===== src/rtl/alu_exec_if.sv =====
// alu_exec_if: operand/opcode/start bundle from the register-file memory
// plus the registered result and status flags returned by the execution stage.
interface alu_exec_if #(
    parameter int DATA_WIDTH = 8
);
    logic [DATA_WIDTH-1:0]   A;
    logic [DATA_WIDTH-1:0]   B;
    logic [2:0]              oper;
    logic                    exec;
    logic [2*DATA_WIDTH-1:0] result;
    logic                    busy;
    logic                    done;
    logic                    carry;
    logic                    zero;
    logic                    err;

    modport master (
        output A, B, oper, exec,
        input  result, busy, done, carry, zero, err
    );

    modport slave (
        input  A, B, oper, exec,
        output result, busy, done, carry, zero, err
    );
endinterface


===== src/rtl/alu_exec.sv =====
// alu_exec: execution stage behind the register-file memory. Single-cycle
// logic/arithmetic ops plus iterative shift-add multiply and restoring divide.
module alu_exec #(
    parameter int DATA_WIDTH = 8
) (
    input logic       clk,
    input logic       reset,
    alu_exec_if.slave bus
);
    localparam int W   = DATA_WIDTH;
    localparam int SHW = $clog2(W);
    localparam int CW  = $clog2(W) + 1;
    localparam logic [CW-1:0] LAST = CW'(W - 1);

    localparam logic [2:0] OP_ADD = 3'd0;
    localparam logic [2:0] OP_SUB = 3'd1;
    localparam logic [2:0] OP_AND = 3'd2;
    localparam logic [2:0] OP_OR  = 3'd3;
    localparam logic [2:0] OP_XOR = 3'd4;
    localparam logic [2:0] OP_SHL = 3'd5;
    localparam logic [2:0] OP_MUL = 3'd6;
    localparam logic [2:0] OP_DIV = 3'd7;

    typedef enum logic [1:0] {S_IDLE, S_MUL, S_DIV} state_t;

    state_t          state;
    state_t          state_next;
    logic            exec_d;
    logic            start;
    logic            complete;
    logic [CW-1:0]   count;
    logic [W-1:0]    work_a;
    logic [2*W-1:0]  work_b;
    logic [2*W-1:0]  acc;
    logic [W:0]      sum;
    logic [W:0]      diff;
    logic [W:0]      div_shift;
    logic [W:0]      div_trial;
    logic [W-1:0]    div_rem_next;
    logic [W-1:0]    div_quo_next;
    logic [2*W-1:0]  mul_acc_sum;
    logic [2*W-1:0]  shl_full;
    logic [2*W-1:0]  result_next;
    logic            carry_next;
    logic            err_next;

    // exec_d resets high so the memory's all-ones reset value is not an edge
    assign start = bus.exec && !exec_d && (state == S_IDLE);

    assign sum      = {1'b0, bus.A} + {1'b0, bus.B};
    assign diff     = {1'b0, bus.A} - {1'b0, bus.B};
    assign shl_full = {{W{1'b0}}, bus.A} << bus.B[SHW-1:0];

    // MUL: work_a holds the multiplier (LSB first), work_b the shifting multiplicand
    assign mul_acc_sum = acc + (work_a[0] ? work_b : '0);

    // DIV: acc holds the partial remainder, work_a shifts dividend out and quotient in
    assign div_shift    = {acc[W-1:0], work_a[W-1]};
    assign div_trial    = div_shift - {1'b0, work_b[W-1:0]};
    assign div_rem_next = div_trial[W] ? div_shift[W-1:0] : div_trial[W-1:0];
    assign div_quo_next = {work_a[W-2:0], ~div_trial[W]};

    assign bus.busy = (state != S_IDLE);

    always_comb begin
        state_next  = state;
        complete    = 1'b0;
        result_next = '0;
        carry_next  = 1'b0;
        err_next    = 1'b0;
        case (state)
            S_IDLE: begin
                if (start) begin
                    complete = 1'b1;
                    case (bus.oper)
                        OP_ADD: begin
                            result_next = {{(W-1){1'b0}}, sum};
                            carry_next  = sum[W];
                        end
                        OP_SUB: begin
                            result_next = {{W{1'b0}}, diff[W-1:0]};
                            carry_next  = diff[W];
                        end
                        OP_AND: result_next = {{W{1'b0}}, bus.A & bus.B};
                        OP_OR:  result_next = {{W{1'b0}}, bus.A | bus.B};
                        OP_XOR: result_next = {{W{1'b0}}, bus.A ^ bus.B};
                        OP_SHL: result_next = shl_full;
                        OP_MUL: begin
                            complete   = 1'b0;
                            state_next = S_MUL;
                        end
                        default: begin
                            if (bus.B == '0) begin
                                result_next = '1;
                                err_next    = 1'b1;
                            end else begin
                                complete   = 1'b0;
                                state_next = S_DIV;
                            end
                        end
                    endcase
                end
            end
            S_MUL: begin
                if (count == LAST) begin
                    complete    = 1'b1;
                    result_next = mul_acc_sum;
                    state_next  = S_IDLE;
                end
            end
            S_DIV: begin
                if (count == LAST) begin
                    complete    = 1'b1;
                    result_next = {div_rem_next, div_quo_next};
                    state_next  = S_IDLE;
                end
            end
            default: state_next = S_IDLE;
        endcase
    end

    always_ff @(posedge clk or negedge reset) begin
        if (!reset) begin
            state  <= S_IDLE;
            exec_d <= 1'b1;
        end else begin
            state  <= state_next;
            exec_d <= bus.exec;
        end
    end

    // Operand latch at the start edge, then one iteration per cycle
    always_ff @(posedge clk or negedge reset) begin
        if (!reset) begin
            count  <= '0;
            work_a <= '0;
            work_b <= '0;
            acc    <= '0;
        end else if (start) begin
            count  <= '0;
            acc    <= '0;
            work_a <= (bus.oper == OP_MUL) ? bus.B : bus.A;
            work_b <= (bus.oper == OP_MUL) ? {{W{1'b0}}, bus.A} : {{W{1'b0}}, bus.B};
        end else if (state == S_MUL) begin
            count  <= count + 1'b1;
            acc    <= mul_acc_sum;
            work_a <= work_a >> 1;
            work_b <= work_b << 1;
        end else if (state == S_DIV) begin
            count  <= count + 1'b1;
            acc    <= {{W{1'b0}}, div_rem_next};
            work_a <= div_quo_next;
        end
    end

    always_ff @(posedge clk or negedge reset) begin
        if (!reset) begin
            bus.result <= '0;
            bus.done   <= 1'b0;
            bus.carry  <= 1'b0;
            bus.zero   <= 1'b0;
            bus.err    <= 1'b0;
        end else begin
            bus.done <= complete;
            if (complete) begin
                bus.result <= result_next;
                bus.carry  <= carry_next;
                bus.zero   <= (result_next == '0);
                bus.err    <= err_next;
            end
        end
    end
endmodule


===== src/flat_wrapper.sv =====
// flat-port wrapper written by rule: the top's interface ports become plain ports
module alu_exec_flat 
#(
    parameter int DATA_WIDTH = 8
)
  (clk, reset, bus_A, bus_B, bus_oper, bus_exec, bus_result, bus_busy, bus_done, bus_carry, bus_zero, bus_err);
  alu_exec_if #(.DATA_WIDTH(DATA_WIDTH)) bus_i ();
  input logic clk;
  input logic reset;
  input wire logic [$bits(bus_i.A)-1:0] bus_A;
  input wire logic [$bits(bus_i.B)-1:0] bus_B;
  input wire logic [$bits(bus_i.oper)-1:0] bus_oper;
  input wire logic [$bits(bus_i.exec)-1:0] bus_exec;
  output wire logic [$bits(bus_i.result)-1:0] bus_result;
  output wire logic [$bits(bus_i.busy)-1:0] bus_busy;
  output wire logic [$bits(bus_i.done)-1:0] bus_done;
  output wire logic [$bits(bus_i.carry)-1:0] bus_carry;
  output wire logic [$bits(bus_i.zero)-1:0] bus_zero;
  output wire logic [$bits(bus_i.err)-1:0] bus_err;
  assign bus_i.A = bus_A;
  assign bus_i.B = bus_B;
  assign bus_i.oper = bus_oper;
  assign bus_i.exec = bus_exec;
  assign bus_result = bus_i.result;
  assign bus_busy = bus_i.busy;
  assign bus_done = bus_i.done;
  assign bus_carry = bus_i.carry;
  assign bus_zero = bus_i.zero;
  assign bus_err = bus_i.err;
  alu_exec #(.DATA_WIDTH(DATA_WIDTH)) u_core (.clk(clk), .reset(reset), .bus(bus_i));
endmodule

===== config.mk =====
export PLATFORM = sky130hd
export DESIGN_NAME = alu_exec_flat
export DESIGN_NICKNAME = d
export VERILOG_FILES = /design/src/rtl/alu_exec_if.sv /design/src/rtl/alu_exec.sv /design/src/flat_wrapper.sv
export SDC_FILE = /design/constraint.sdc
export NUM_CORES = 1
export LEC_CHECK = 0
export CAP_MARGIN = 20
export CORE_MARGIN = 5
export CORE_UTILIZATION = 40
export CTS_CLUSTER_SIZE = 14
export DETAILED_ROUTE_END_ITERATION = 12
export DONT_BUFFER_PORTS = 1
export GPL_ROUTABILITY_DRIVEN = 1
export SLEW_MARGIN = 30
export SYNTH_ARGS = -nofsm -noshare
export SYNTH_HDL_FRONTEND = slang
export SYNTH_SLANG_ARGS = --single-unit

===== constraint.sdc =====
create_clock -name clk -period 5 [get_ports clk]
set_clock_uncertainty 0.05 [all_clocks]
set_input_delay 0.5 -clock clk [delete_from_list [all_inputs] [get_ports clk]]
set_output_delay 0.5 -clock clk [all_outputs]
set_load 0.03 [all_outputs]

==> results.md, run 1 <==
- Post-synthesis compound-gate area fraction: 24.9%
- Number of post-CTS setup repair buffers: 0
- Layout cell share with drive strength beyond 1: 6.43%
- Post-route setup TNS: 0 ns
- Sequential share of the synthesized area: a little over a quarter
- Worst-path clk slew: around 0.05 ns
- Worst hold path type: input port to async pin
- Post-synth net total: a little under 900
- RSZ-0062 raised after global routing: no
- Max-Cap Viols: 0
- Mux contribution to synthesized area: between 7 and 8%
- Post-synth ARST share: 100%
- Maximum fanout along the worst path: 19
- Clock period minus worst slack: ~3.6 ns
- Mapped cell area: roughly 6400 sq um
- P per Cell Area: between 500 and 600 nW/um^2
- Area of the core: ~16000 sq um
- Final WL: approximately 20 mm
- Fin. max-slew vios: 0
- Core Rows: 46
- Post-route ant nets: 0
- Area of the multi-input gates: around 4400 sq um
- Peak supply drop: around 0.20 mV
- DP Wirelength: 14.8 mm
- DRT iter0 DRCs: between 400 and 500
- Crit. End Element: register
- CP bufs+invs: 0
- Instance area after placement: around 6500 sq um
- DIE HEIGHT: between 100 and 150 microns
- Total track usage: a little over a fifth
- CP top delay family: compound AO/OA/AOI/OAI gates
- Syn. warnings: 0
- F_max: roughly 0.28 GHz
- Number of synthesized flops with an enable pin: 0
- Final-layout fill cell count: approximately 1600
- Period utilization: a little under three quarters
- Worst-margin pin slew: just over 0.9 ns
- Pre-CTS setup slack: about 1.5 ns
- Layout area overhead: 6.74%
- ANT cells: 0
- Worst-case clock buffer depth: 2
- Pin count of the biggest net entering global routing: 68
- CTS H-tree lvls: 3
- Setup ws final: between 1 and 1.5 ns
- Initial Util: around two fifths
- Critical path cell sequence: and2_1 -> ha_1 -> fa_1 -> a21oi_1 -> o2111ai_1 -> a21oi_1 -> nor2_1 -> a2111oi_0 -> nor2_1 -> a221oi_1 -> and3_1 -> a41o_1
- Mean post-synth cell area: around 8.0 sq um
- 1st-pass router iterations: 5
- CP required: around 5.2 ns
- Sequential cell area: ~1700 sq um
- CTS tree: built
- Largest stage delay on the critical path: between 0.5 and 0.6 ns
- Synthesized flop and latch total: 67
- Final setup fails: 0
- Via count of the first global-routing pass: between 5000 and 6000
- Die area: approximately 19000 sq um
- # port buffers: 0
- Die width: 137 microns
- Cell count after synthesis: 800
- GPL Wtd Cong: 0.915
- CP max-delay cell: dfrtp_1
- Failing checks: hold timing
- Sink Count: 67
- Status: finished with violations
- DP Cell Count: 977
- Ports: 43
- Fin cells: approximately 990
- Post-Synth Simple-Gate Area: between 10% and 20%
- CTS Hold Bufs: 1
- Post-synthesis xor/xnor area fraction: 3.67%
- Vias/cell: 5.85
- Pleak: slightly below 3 nW
- Wirelength per Cell: slightly below 20 microns
- DRC errors left: 0
- Adder-cell share of the synthesized area: roughly 12%
- Nets: between 800 and 900
- Main flop type after synthesis: dfrtp_1
- First-pass GRT wire length: a little over 30 mm
- Hold Fails Final Rpt: 14
- Root cell of the clock tree: clkbuf_16
- Vias: about 5800
- Relative slew slack: ~38%
- Worst skew pair latency: 0.34 ns
- Largest family of logic cells by synthesized area: compound AO/OA/AOI/OAI gates
- Hold WS: -0.0179 ns
- CP arrival: 3.78 ns
- # resized after CTS: 0
- Setup crit start kind: register
- Critical path class: register to register
- Total gr overflow: 0
- Initial antenna violation count: 0
- Finished Cell Area: 6830 sq um
- Synth cell types: 80
- CTS buffer count: 9
-- final cells by class --
class | instances | area share, %
Clock buffer | 16 | 3.97
Inverter | 45 | 2.47
Multi-Input combinational cell | 642 | 63.9
Timing Repair Buffer | 8 | 1.17
Sequential cell | 67 | 24.6
Tap cell | 216 | 3.96
-- placed cells by master, fill, tap and decap left out, types with 7 or more instances in the layout --
cell type  Yosys  final
clkbuf_16      0      9
a31oi_1       19     19
o21ai_0       57     57
nor2b_1        9      9
inv_1         42     42
a21o_1         7      7
buf_4          1      7
dfrtp_1       66     66
nand2_1       75     75
o211ai_1       8      8
xnor2_1       12     12
nor3_1        13     13
nand2b_1       9      9
ha_1          53     52
nor2_1        92     92
a22oi_1       12     12
a21oi_1       71     71
mux2_2         9      9
mux2i_1       33     33
nand3_1       15     15
o21bai_1       7      7
and2_1        18     18
xor2_1        13     13
a211oi_1       7      7
-- state kept, by name, summed over array words and instances (netlist names) --
register           flops
u_core.state           2
u_core.bus.err         1
u_core.bus.zero        1
u_core.bus.done        1
u_core.work_b         16
u_core.count           4
u_core.exec_d          1
u_core.bus.carry       1
u_core.acc            16
u_core.bus.result     16
u_core.work_a          8
-- report_power, final --
group,total (W),switching (W),internal (W),leakage [nW]
sequential,0.00105,0.000333,0.000716,0.854
clock,0.000590,0.000227,0.000364,0.131
combinational,0.00187,0.00111,0.000752,1.92
total,0.00350,0.00167,0.00183,2.91
-- logic make-up (layout without fill, tap and decap cells) --
group | after synthesis | after routing
buffers and inverters | 91 | 69
and+or+nand+nor | 265 | 265
xor gates and xnor gates | 26 | 26
muxes | 46 | 46
adders and majority gates | 57 | 57
AOI/OAI and AO/OA | 248 | 248
DFF | 67 | 67
-- cells in the mapped netlist (13+ instances only) --
cell type | instances | area, sq um
clkbuf_1 | 33 | 124
ha_1 | 53 | 663
nand2_1 | 75 | 282
o21ai_0 | 57 | 285
mux2i_1 | 33 | 330
inv_1 | 42 | 158
nor2_1 | 92 | 345
nand3_1 | 15 | 75.1
a31oi_1 | 19 | 119
dfrtp_1 | 66 | 1650
nor3_1 | 13 | 65.1
and2_1 | 18 | 113
a21oi_1 | 71 | 355
xor2_1 | 13 | 114
-- final timing paths --
kind | from | endpoint | slack (ns) | cells past startpoint
min | reset | u_core.acc[4]$_DFFE_PN0P_ | -0.02 | 1
max | u_core.work_a[0]$_DFFE_PN0P_ | u_core.bus.zero$_DFFE_PN0P_ | 1.45 | 12
min reg2reg | u_core.work_b[15]$_DFFE_PN0P_ | u_core.work_b[15]$_DFFE_PN0P_ | 0.46 | 2
max reg2reg | u_core.work_a[0]$_DFFE_PN0P_ | u_core.bus.zero$_DFFE_PN0P_ | 1.45 | 12
max in group asynchronous | reset | u_core.exec_d$_DFF_PN1_ | 4.57 | 1
min in group clk | bus_exec | u_core.exec_d$_DFF_PN1_ | 0.10 | 0
-- per-stage QoR --
stage / power (W) / utilization [%]
2_1_floorplan: 0.00245 / -
3_3_place_gp: 0.00288 / 41.4
3_5_place_dp: 0.00289 / 41.4
4_1_cts: 0.00351 / 43.3
5_1_grt: 0.00376 / 43.3
6_report: 0.00350 / 43.3
-- worst reg2reg max path, stage by stage, from the launching register on --
cell and delay, ns:
dfrtp_1 0.55, and2_1 0.23, ha_1 0.23, fa_1 0.44
a21oi_1 0.23, o2111ai_1 0.23, a21oi_1 0.25, nor2_1 0.07
a2111oi_0 0.35, nor2_1 0.12, a221oi_1 0.39, and3_1 0.21
a41o_1 0.15
-- metal layers --
metal	global-route usage, %	part of all wire (%)	up-vias
met5	0	0	-
met4	9.18	3.4	0
met3	4.56	5.9	44
met2	34.1	47	183
met1	27.9	44	2760
li1	-	-	2826
Power figures use the tool's default switching activity.
==> run 2: changes to the inputs <==
Clock period 5 ns to 3.3 ns, I/O delays scaled along.
==> run 2 against run 1 <==
The flow now finishes without violations. Register-to-register slack got worse by 1.3 ns. Via count rose by 2.8%. Utilization rose by 3.0 points. Global-route usage rose by 0.18 points. Total power rose by 73%. Count of clock-buffer cells in the layout fell by 4. Sequential power rose by 48%. Combinational power rose by 84%. Maximum frequency rose by 12%. Worst setup slack got worse by 1.3 ns. Routed wire length rose by 1.6%. Cell count rose by 3.3%.
==> results.md, run 2 (synthesized netlist as in run 1, its figures left out) <==
- Power Total: 0.00606 W (was 0.00350 W)
- Die area: 18600 sq um (unchanged)
- Hold WS: 0.0826 ns (was -0.0179 ns)
- CTS H-tree lvls: 3 (unchanged)
- Sequential fraction of design power: 25.5% (was 29.9%)
- # port buffers: 0 (unchanged)
- P per Cell Area: 830 nW/um^2 (was 513 nW/um^2)
- Nets: 885 (was 852)
- Relative slew slack: 38.7% (was 37.9%)
- Sequential cell area: 1680 sq um (unchanged)
- Worst-path clk slew: 0.06 ns (was 0.05 ns)
- Wirelength per Cell: 19.4 microns (was 19.7 microns)
- Commonest non-fill, non-tap cell in the layout: nor2_1 (unchanged)
- R2R Path End: u_core.bus.zero$_DFFE_PN0P_ (unchanged)
- CP arrival: 3.39 ns (was 3.78 ns)
- Critical Path End: u_core.bus.zero$_DFFE_PN0P_ (unchanged)
- ANT cells: 0 (unchanged)
- Maximum fanout along the worst path: 16 (was 19)
- Most frequent cells in the layout: nor2_1 (91), nand2_1 (75), a21oi_1 (69) (was nor2_1 (92), nand2_1 (75), a21oi_1 (71))
- CP max-delay cell: dfrtp_1 (unchanged)
- Status: completed (was finished with violations)
- Clk network pwr share: 17.5% (was 16.8%)
- Total track usage: 21.6% (was 21.4%)
- Fin. max-slew vios: 0 (unchanged)
- Instance area after placement: 6760 sq um (was 6530 sq um)
- Final-layout fill cell count: 1607 (was 1626)
- CP required: 3.53 ns (was 5.23 ns)
- Final WL: 19.9 mm (was 19.6 mm)
- Finished Cell Area: 7300 sq um (was 6830 sq um)
- Reg-to-reg critical path startpoint: u_core.work_a[0]$_DFFE_PN0P_ (unchanged)
- Area of the multi-input gates: 4500 sq um (was 4360 sq um)
- Core Rows: 46 (unchanged)
- Sink Count: 67 (unchanged)
- Hold Fails Final Rpt: 0 (was 14)
- Reg-to-reg setup timing slack: 0.14 ns (was 1.45 ns)
- Final setup fails: 0 (unchanged)
- Critical path class: register to register (unchanged)
- Die width: 137 microns (unchanged)
- Setup crit start kind: register (unchanged)
- Critical path cell sequence: buf_12 -> and2_1 -> ha_4 -> a21o_1 -> a211oi_1 -> nor2_1 -> a222oi_1 -> o31ai_2 -> a2111oi_2 -> nand4b_1 -> nor4_2 -> a41o_1 (was and2_1 -> ha_1 -> fa_1 -> a21oi_1 -> o2111ai_1 -> a21oi_1 -> nor2_1 -> a2111oi_0 -> nor2_1 -> a221oi_1 -> and3_1 -> a41o_1)
- 1st-pass router iterations: 6 (was 5)
- Largest stage delay on the critical path: 0.43 ns (was 0.55 ns)
- Area of the core: 15800 sq um (unchanged)
- Top flop regs: u_core.acc (16), u_core.bus.result (16), u_core.work_b (16) (unchanged)
- Layout area overhead: 14.0% (was 6.74%)
- First-pass GRT wire length: 31.0 mm (was 30.8 mm)
- DRC errors left: 0 (unchanged)
- Crit. Startpoint: u_core.work_a[0]$_DFFE_PN0P_ (unchanged)
- Layout cell share with drive strength beyond 1: 13.4% (was 6.43%)
- Internal power: 0.00332 W (was 0.00183 W)
- Comb power frac: 57.0% (was 53.2%)
- Via count of the first global-routing pass: 5686 (was 5530)
- Crit. End Element: register (unchanged)
- Initial Util: 40.6% (unchanged)
- Total gr overflow: 0 (unchanged)
- Sw Share: 45.2% (was 47.7%)
- Length in cells of the worst reg-to-reg path: 12 (unchanged)
- Worst hold path type: input port to register (was input port to async pin)
- Worst-case clock buffer depth: 2 (unchanged)
- Peak supply drop: 0.334 mV (was 0.195 mV)
- DIE HEIGHT: 137 microns (unchanged)
- Clock period minus worst slack: 3.16 ns (was 3.55 ns)
- Period utilization: 95.8% (was 71.1%)
- Ports: 43 (unchanged)
- WHS Path Cells: 2
- Max-Cap Viols: 0 (unchanged)
- Initial antenna violation count: 0 (unchanged)
- P_sw: 0.00274 W (was 0.00167 W)
- DRT iter0 DRCs: 538 (was 464)
- Pleak: 3.12 nW (was 2.91 nW)
- Worst skew pair latency: 0.34 ns (about the same)
- Vias: 5975 (was 5813)
- Worst-margin pin slew: 0.907 ns (was 0.918 ns)
- Pin count of the biggest net entering global routing: 68 (unchanged)
- CTS tree: built (unchanged)
- F_max: 0.316 GHz (was 0.281 GHz)
- CTS buffer count: 9 (unchanged)
- GPL Wtd Cong: 0.895 (was 0.915)
- Post-route ant nets: 0 (unchanged)
- DP Wirelength: 15.3 mm (was 14.8 mm)
- Root cell of the clock tree: clkbuf_16 (unchanged)
- Vias/cell: 5.82 (was 5.85)
- Final core occ: 46.3% (was 43.3%)
-- run 2: power by group through the flow --
stage	sequential [W]	combinational (W)	clock (W)
2_1_floorplan	0.00145	0.00225	0
3_3_place_gp	0.00156	0.00311	0
3_5_place_dp	0.00156	0.00314	0
4_1_cts	0.00155	0.00320	0.00108
5_1_grt	0.00158	0.00378	0.00111
6_report	0.00155	0.00345	0.00106
-- run 2: per-stage QoR --
step	cells	TNS [ns]	worst slack, ns
finish	1027	0	0.138
global route	1027	-0.0297	-0.0297
global placement	1005	0	0.0460
detailed placement	1005	-0.0231	-0.0231
CTS	1024	0	0.0219
floorplan	800	0	0.179
-- run 2: area by class of cell --
| class | count | share of cell area [%] |
|---|---|---|
| Multi-Input combinational cell | 642 | 61.7 |
| Clock buffer | 12 | 3.51 |
| Timing Repair Buffer | 41 | 4.78 |
| Tap cell | 216 | 3.70 |
| Clock inverter | 4 | 0.994 |
| Inverter | 45 | 2.31 |
| Sequential cell | 67 | 23.0 |
-- run 2: worst max-delay path: cells and delay by family, from the launching register on --
kind,cells,cell delay (ns)
compound gates,6,1.55
simple gates,4,0.63
flops,1,0.43
fa+ha+maj,1,0.27
buf+inv,1,0.17
-- run 2: worst min path at each step --
stage | slack, ns | end | start
global route | 0.09 | u_core.work_a[2]$_DFFE_PN0P_ | bus_A[2]
global placement | -0.01 | u_core.work_b[10]$_DFFE_PN0P_ | reset
CTS | 0.08 | u_core.work_a[2]$_DFFE_PN0P_ | bus_A[2]
floorplan | -0.02 | u_core.acc[0]$_DFFE_PN0P_ | reset
finish | 0.08 | u_core.work_a[6]$_DFFE_PN0P_ | bus_B[6]
detailed placement | -0.01 | u_core.work_b[10]$_DFFE_PN0P_ | reset
-- run 2: what timing repair did --
| action | in CTS | in global routing |
|---|---|---|
| endpoints found under the hold margin | 68 | 0 |
| hold buffers | 3 | 0 |
| endpoints found under the setup margin | 1 | 5 |
| setup buffers | 0 | 3 |
| resized for setup | 1 | 31 |
| pin swaps | 0 | 15 |
-- run 2: metal layers --
metal	up-vias	part of all wire, %	GRT usage (%)
li1	2897	-	-
met1	2855	43	28.2
met2	180	48	35.2
met3	43	5.8	4.49
met4	0	3.1	7.89
met5	-	0	0
==> edit 1, RTL diff (flow settings as in run 2) <==
`DATA_WIDTH` is set to 8 in 3 places; all go to 16.
--- a/src/rtl/alu_exec_if.sv
+++ b/src/rtl/alu_exec_if.sv
@@ -3,3 +3,3 @@
 interface alu_exec_if #(
-    parameter int DATA_WIDTH = 8
+    parameter int DATA_WIDTH = 16
 );
--- a/src/rtl/alu_exec.sv
+++ b/src/rtl/alu_exec.sv
@@ -3,3 +3,3 @@
 module alu_exec #(
-    parameter int DATA_WIDTH = 8
+    parameter int DATA_WIDTH = 16
 ) (
--- a/src/flat_wrapper.sv
+++ b/src/flat_wrapper.sv
@@ -3,3 +3,3 @@
 #(
-    parameter int DATA_WIDTH = 8
+    parameter int DATA_WIDTH = 16
 )
Ports: changed (resized bus_A, bus_B and bus_result); port bits go from 43 to 75. No check against the original RTL was run, so the function may have changed too.
==> edit 1 against run 2 <==
The flow now finishes with violations (setup timing). Fmax down 15%. Sequential power up 77%. Synthesized area up 99%. Sequential cell count up 57. Cell count up 120%. Worst setup slack worse by 0.56 ns. Clock power up 76%. Final area up 140%. Non-clock buffer count up 348. Die area up 90%. Wire length rose to 2.8 times the old value. Synthesized cell count up 99%. Power rose to 2.5 times the old value. Count of clock-buffer cells in the layout up 5. Largest power group unchanged. Highest routed layer is now met5.
==> edit 1: results (changes against run 2) <==
status=finished, violations left; final instance count without filler cells=2306 (+120%); DP Worst Slack=-0.7207 ns (-0.6976 ns); worst r2r path cells=13 (+1); failing checks=setup timing; Cell variety after synth=90 (+13%); DRT iter0 DRCs=1578 (+190%); Post-Place Cells=2243 (+120%); Setup-failing EPs final=8 (+8); WP data arrival=4.04 ns (+0.65 ns); drt wl/cell=23.77 um (+23%); largest net degree at the start of global routing=125 (+84%); Mapped Cells=1593 (+99%); CP Max Fanout=8 (-8); # resized after CTS=84 (+83); PnR worst setup slack=-0.4188 ns (-0.5571 ns); LEAKAGE=7.902 nW (+150%); Syn Nets=1739 (+98%); CP top delay family=simple AND/OR/NAND/NOR gates; CTS Hold Bufs=3 (unchanged); Largest regs=u_core.acc x32, u_core.bus.result x32, u_core.work_b x32; initial antenna violation count=2 (+2); CTS Buf Count=17 (+8); aggregate negative setup slack=-1.255 ns (-1.255 ns); top cells by count, synth=a21oi_1, nor2_1, nand2_1; first-pass GRT wire length=82360 um (+170%); Routability Congestion=1.023 (+14%); Slowest cell on crit path=or4b_1; Tightest Hold Check Type=in -> reg; post-detail-place hpwl=42200 um (+180%); TritonRoute pass-1 iters=5 (-1); later-pin clock latency in the skew report=0.43 ns (+0.09 ns); # Post-CTS Setup Buffers=24 (+24); H-tree depth=4 (+1); Vias/cell=6.100 (+4.8%); peak supply drop=595.4 uV (+78%); Seq/Total Area, Yosys=0.2439 (-0.01821); Area contributors post-synth=dfrtp_1, ha_1, a21oi_1; overall routing resource usage=0.2985 (+0.08297)
-- edit 1: cell types whose count changed after synthesis, sizes merged, moves of 21 or more --
cell / run 2 / this run
nand2: 75 / 133
o21ai: 58 / 117
clkbuf: 34 / 79
mux2i: 33 / 70
nand4: 6 / 27
inv: 44 / 82
a21oi: 71 / 160
dfrtp: 66 / 123
nor2: 92 / 153
xnor2: 12 / 34
and2: 19 / 43
ha: 53 / 104
a21o: 8 / 31
-- edit 1: power by group --
part | switching, mW | total, mW | internal [mW] | leakage [nW]
clock network | 0.812 | 1.87 | 1.06 | 0.283
logic | 5.72 | 10.8 | 5.05 | 6.02
registers | 0.753 | 2.75 | 2.00 | 1.60
-- edit 1: routing by layer --
metal,GRT usage,part of all wire,vias to the layer above
li1,-,-,6420
met1,0.3760,0.40,6733
met2,0.4957,0.46,712
met3,0.05280,0.074,199
met4,0.1455,0.062,2
met5,0,0.00024,-
-- edit 1: per-stage QoR --
stage | hold WS (ns) | instance area [um2]
5_1_grt | 0.06452 | 17160
3_3_place_gp | -0.008255 | 15500
3_5_place_dp | -0.007033 | 15500
6_report | 0.04486 | 17160
4_1_cts | 0.03499 | 16750
2_1_floorplan | -0.01559 | 12750
-- edit 1: layout make-up --
| type | count | area, um2 |
|---|---|---|
| Clock buffer | 17 | 425.4 |
| Clock inverter | 15 | 152.6 |
| Fill cell | 2929 | 14310 |
| Inverter | 85 | 319.1 |
| Multi-Input combinational cell | 1274 | 9615 |
| Sequential cell | 124 | 3110 |
| Tap cell | 402 | 503.0 |
| Timing Repair Buffer | 389 | 3034 |
-- edit 1: path summary, 6_finish.rpt --
| kind | startpoint | slack [ns] | to |
|---|---|---|---|
| max | u_core.work_a[0] | -0.42 | u_core.bus.zero |
| min | bus_A[11] | 0.04 | u_core.work_a[11] |
| max reg2reg | u_core.work_a[0] | -0.42 | u_core.bus.zero |
| min reg2reg | u_core.acc[21] | 0.48 | u_core.acc[21] |
| max in group asynchronous | reset | 2.16 | u_core.work_b[17] |
| min in group asynchronous | reset | 0.44 | u_core.acc[6] |
-- edit 1: worst register-to-register path, stage by stage (launching register included) --
cell and delay, ns:
dfrtp_2 0.47, buf_4 0.19, and2_1 0.17, ha_4 0.30, nand4_1 0.17, a211oi_2 0.36, nor3b_4 0.11, o41ai_4 0.34
a221oi_4 0.12, xor2_2 0.26, o221ai_2 0.15, or4b_1 0.50, nor4_2 0.28, a32o_1 0.19
-- edit 1: kinds of logic (layout without fill, tap and decap cells) --
family	Yosys count	after routing	synth area share
xor gates and xnor gates	56	56	0.04001
DFF	124	124	0.2439
buffers and inverters	195	506	0.06272
muxes	101	101	0.09044
adders and majority gates	108	108	0.1085
and+or+nand+nor	462	462	0.1712
AOI/OAI and AO/OA	547	547	0.2832
==> edit 2, RTL diff (config.mk and constraints of run 2) <==
Without the edit above. Make the reset (`reset`) synchronous in 3 clocked blocks.
--- a/src/rtl/alu_exec.sv
+++ b/src/rtl/alu_exec.sv
@@ -121,3 +121,3 @@
 
-    always_ff @(posedge clk or negedge reset) begin
+    always_ff @(posedge clk) begin
         if (!reset) begin
@@ -132,3 +132,3 @@
     // Operand latch at the start edge, then one iteration per cycle
-    always_ff @(posedge clk or negedge reset) begin
+    always_ff @(posedge clk) begin
         if (!reset) begin
@@ -155,3 +155,3 @@
 
-    always_ff @(posedge clk or negedge reset) begin
+    always_ff @(posedge clk) begin
         if (!reset) begin
Check against the original RTL: differs if reset is asserted again (counterexample within 4 cycles, from zero or initial values and one cycle with reset low); with reset held inactive, the same outputs for 10 cycles.
==> edit 2 against run 2 <==
Wire length fell by 4.2%. Non-clock buffer count fell by 15. Final area fell by 9.2%. Sequential cell count did not move. Worst setup slack improved by 0.063 ns. Cell count fell by 5.8%. Synthesized cell count fell by 1.6%. Synthesized area fell by 6.9%. Fmax rose by 2.0%. First-iteration DRC count fell by 12%. Worst hold slack got worse by 0.057 ns.
Power is not compared: it rests on default switching activity, and its combinational part moved more than twofold at a synthesized area within 25%.
==> edit 2: results (changes against run 2) <==
Seq/Total Area, Yosys=0.2251 (-0.03700); Compound-Gate Fraction of Synth Area=0.2701 (+0.02123); proportion of synthesized area in mux cells=0.06909 (-0.01007); via count=5782 (-3.2%); worst-margin pin slew=0.5137 ns (-0.3935 ns); asr flop ratio synth=0 (-1.000); DRT iter0 DRCs=471 (-12%); TritonRoute pass-1 iters=5 (-1); ys flop type=dfxtp_1; Slowest cell on crit path=mux2_2; status=complete, no violations; FILL cells=1453 (-9.6%); Post-Place Cells=949 (-5.6%); largest net degree at the start of global routing=48 (-29%); nets=858 (-3.1%); first-pass GRT wire length=30150 um (-2.8%); placed cell areas=6182 um2 (-8.5%); Cell variety after synth=71 (-11%); final WL=19050 um (-4.2%); Worst path max stage delay=0.38 ns (-0.05 ns); XOR/XNOR share of the synthesized area=0.04263 (+0.005882); Vias/cell=5.979 (+2.8%); WP data arrival=3.27 ns (-0.12 ns); CP Max Fanout=7 (-9); Area contributors post-synth=dfxtp_1, ha_1, a21oi_1; top cells by count, synth=nor2_1, a21oi_1, dfxtp_1; DP Worst Slack=0.1017 ns (+0.1248 ns); Root Driver=clkbuf_16; Syn Area/Cell=7.571 um2 (-5.4%); overall routing resource usage=0.2122 (-0.003264); Adder-Cell Fraction of Synth Area=0.1247 (+0.008631); fraction of layout cells with a size suffix above 1=0.09834 (-0.03606); vias in the first global route=5622 (-1.1%); post-detail-place hpwl=14570 um (-4.9%); Syn Nets=866 (-1.5%); later-pin clock latency in the skew report=0.34 ns (about the same); Routability Congestion=0.9478 (+5.9%); drt drc=0 (unchanged); peak supply drop=303.9 uV
## edit 2: final timing paths
kind               startpoint               to  slack [ns]  cells after the start
min reg2reg     u_core.acc[8]    u_core.acc[8]        0.43                      2
min                     reset    u_core.exec_d        0.03                      1
max reg2reg  u_core.work_a[7]  u_core.bus.zero        0.20                     15
max          u_core.work_a[7]  u_core.bus.zero        0.20                     15
## edit 2: report_power, final
part	internal, mW	leakage [nW]	switching, mW
combinational	0.571	1.88	0.801
clock	0.656	0.152	0.365
sequential	0.887	0.545	0.118
## edit 2: per-layer routing
layer  global-route usage  up-vias  part of all wire  wire length, um
met5                    0        -                 0                0
met4              0.09257        0             0.037              711
met3              0.03511       46             0.046              876
met1               0.2619     2742              0.42             8053
li1                     -     2813                 -                -
met2               0.3633      181              0.49             9412
## edit 2: final cells by class
type,instances,area (um2),share of cell area
Multi-Input combinational cell,629,4375,0.6604
Sequential cell,67,1343,0.2026
Tap cell,184,230.2,0.03475
Clock buffer,10,229.0,0.03456
Timing Repair Buffer,26,196.4,0.02965
Inverter,46,172.7,0.02606
Clock inverter,5,78.83,0.01190
## edit 2: stage by stage
step / TNS, ns / utilization
2_1_floorplan: 0 / -
3_3_place_gp: 0 / 0.4238
3_5_place_dp: 0 / 0.4238
4_1_cts: 0 / 0.4449
5_1_grt: -0.006737 / 0.4541
6_report: 0 / 0.4541
## edit 2: timing repair
item | 4_1_cts | 5_1_grt
resized for setup | 0 | 25
endpoints found under the setup margin | 0 | 1
buffers inserted | 0 | 2
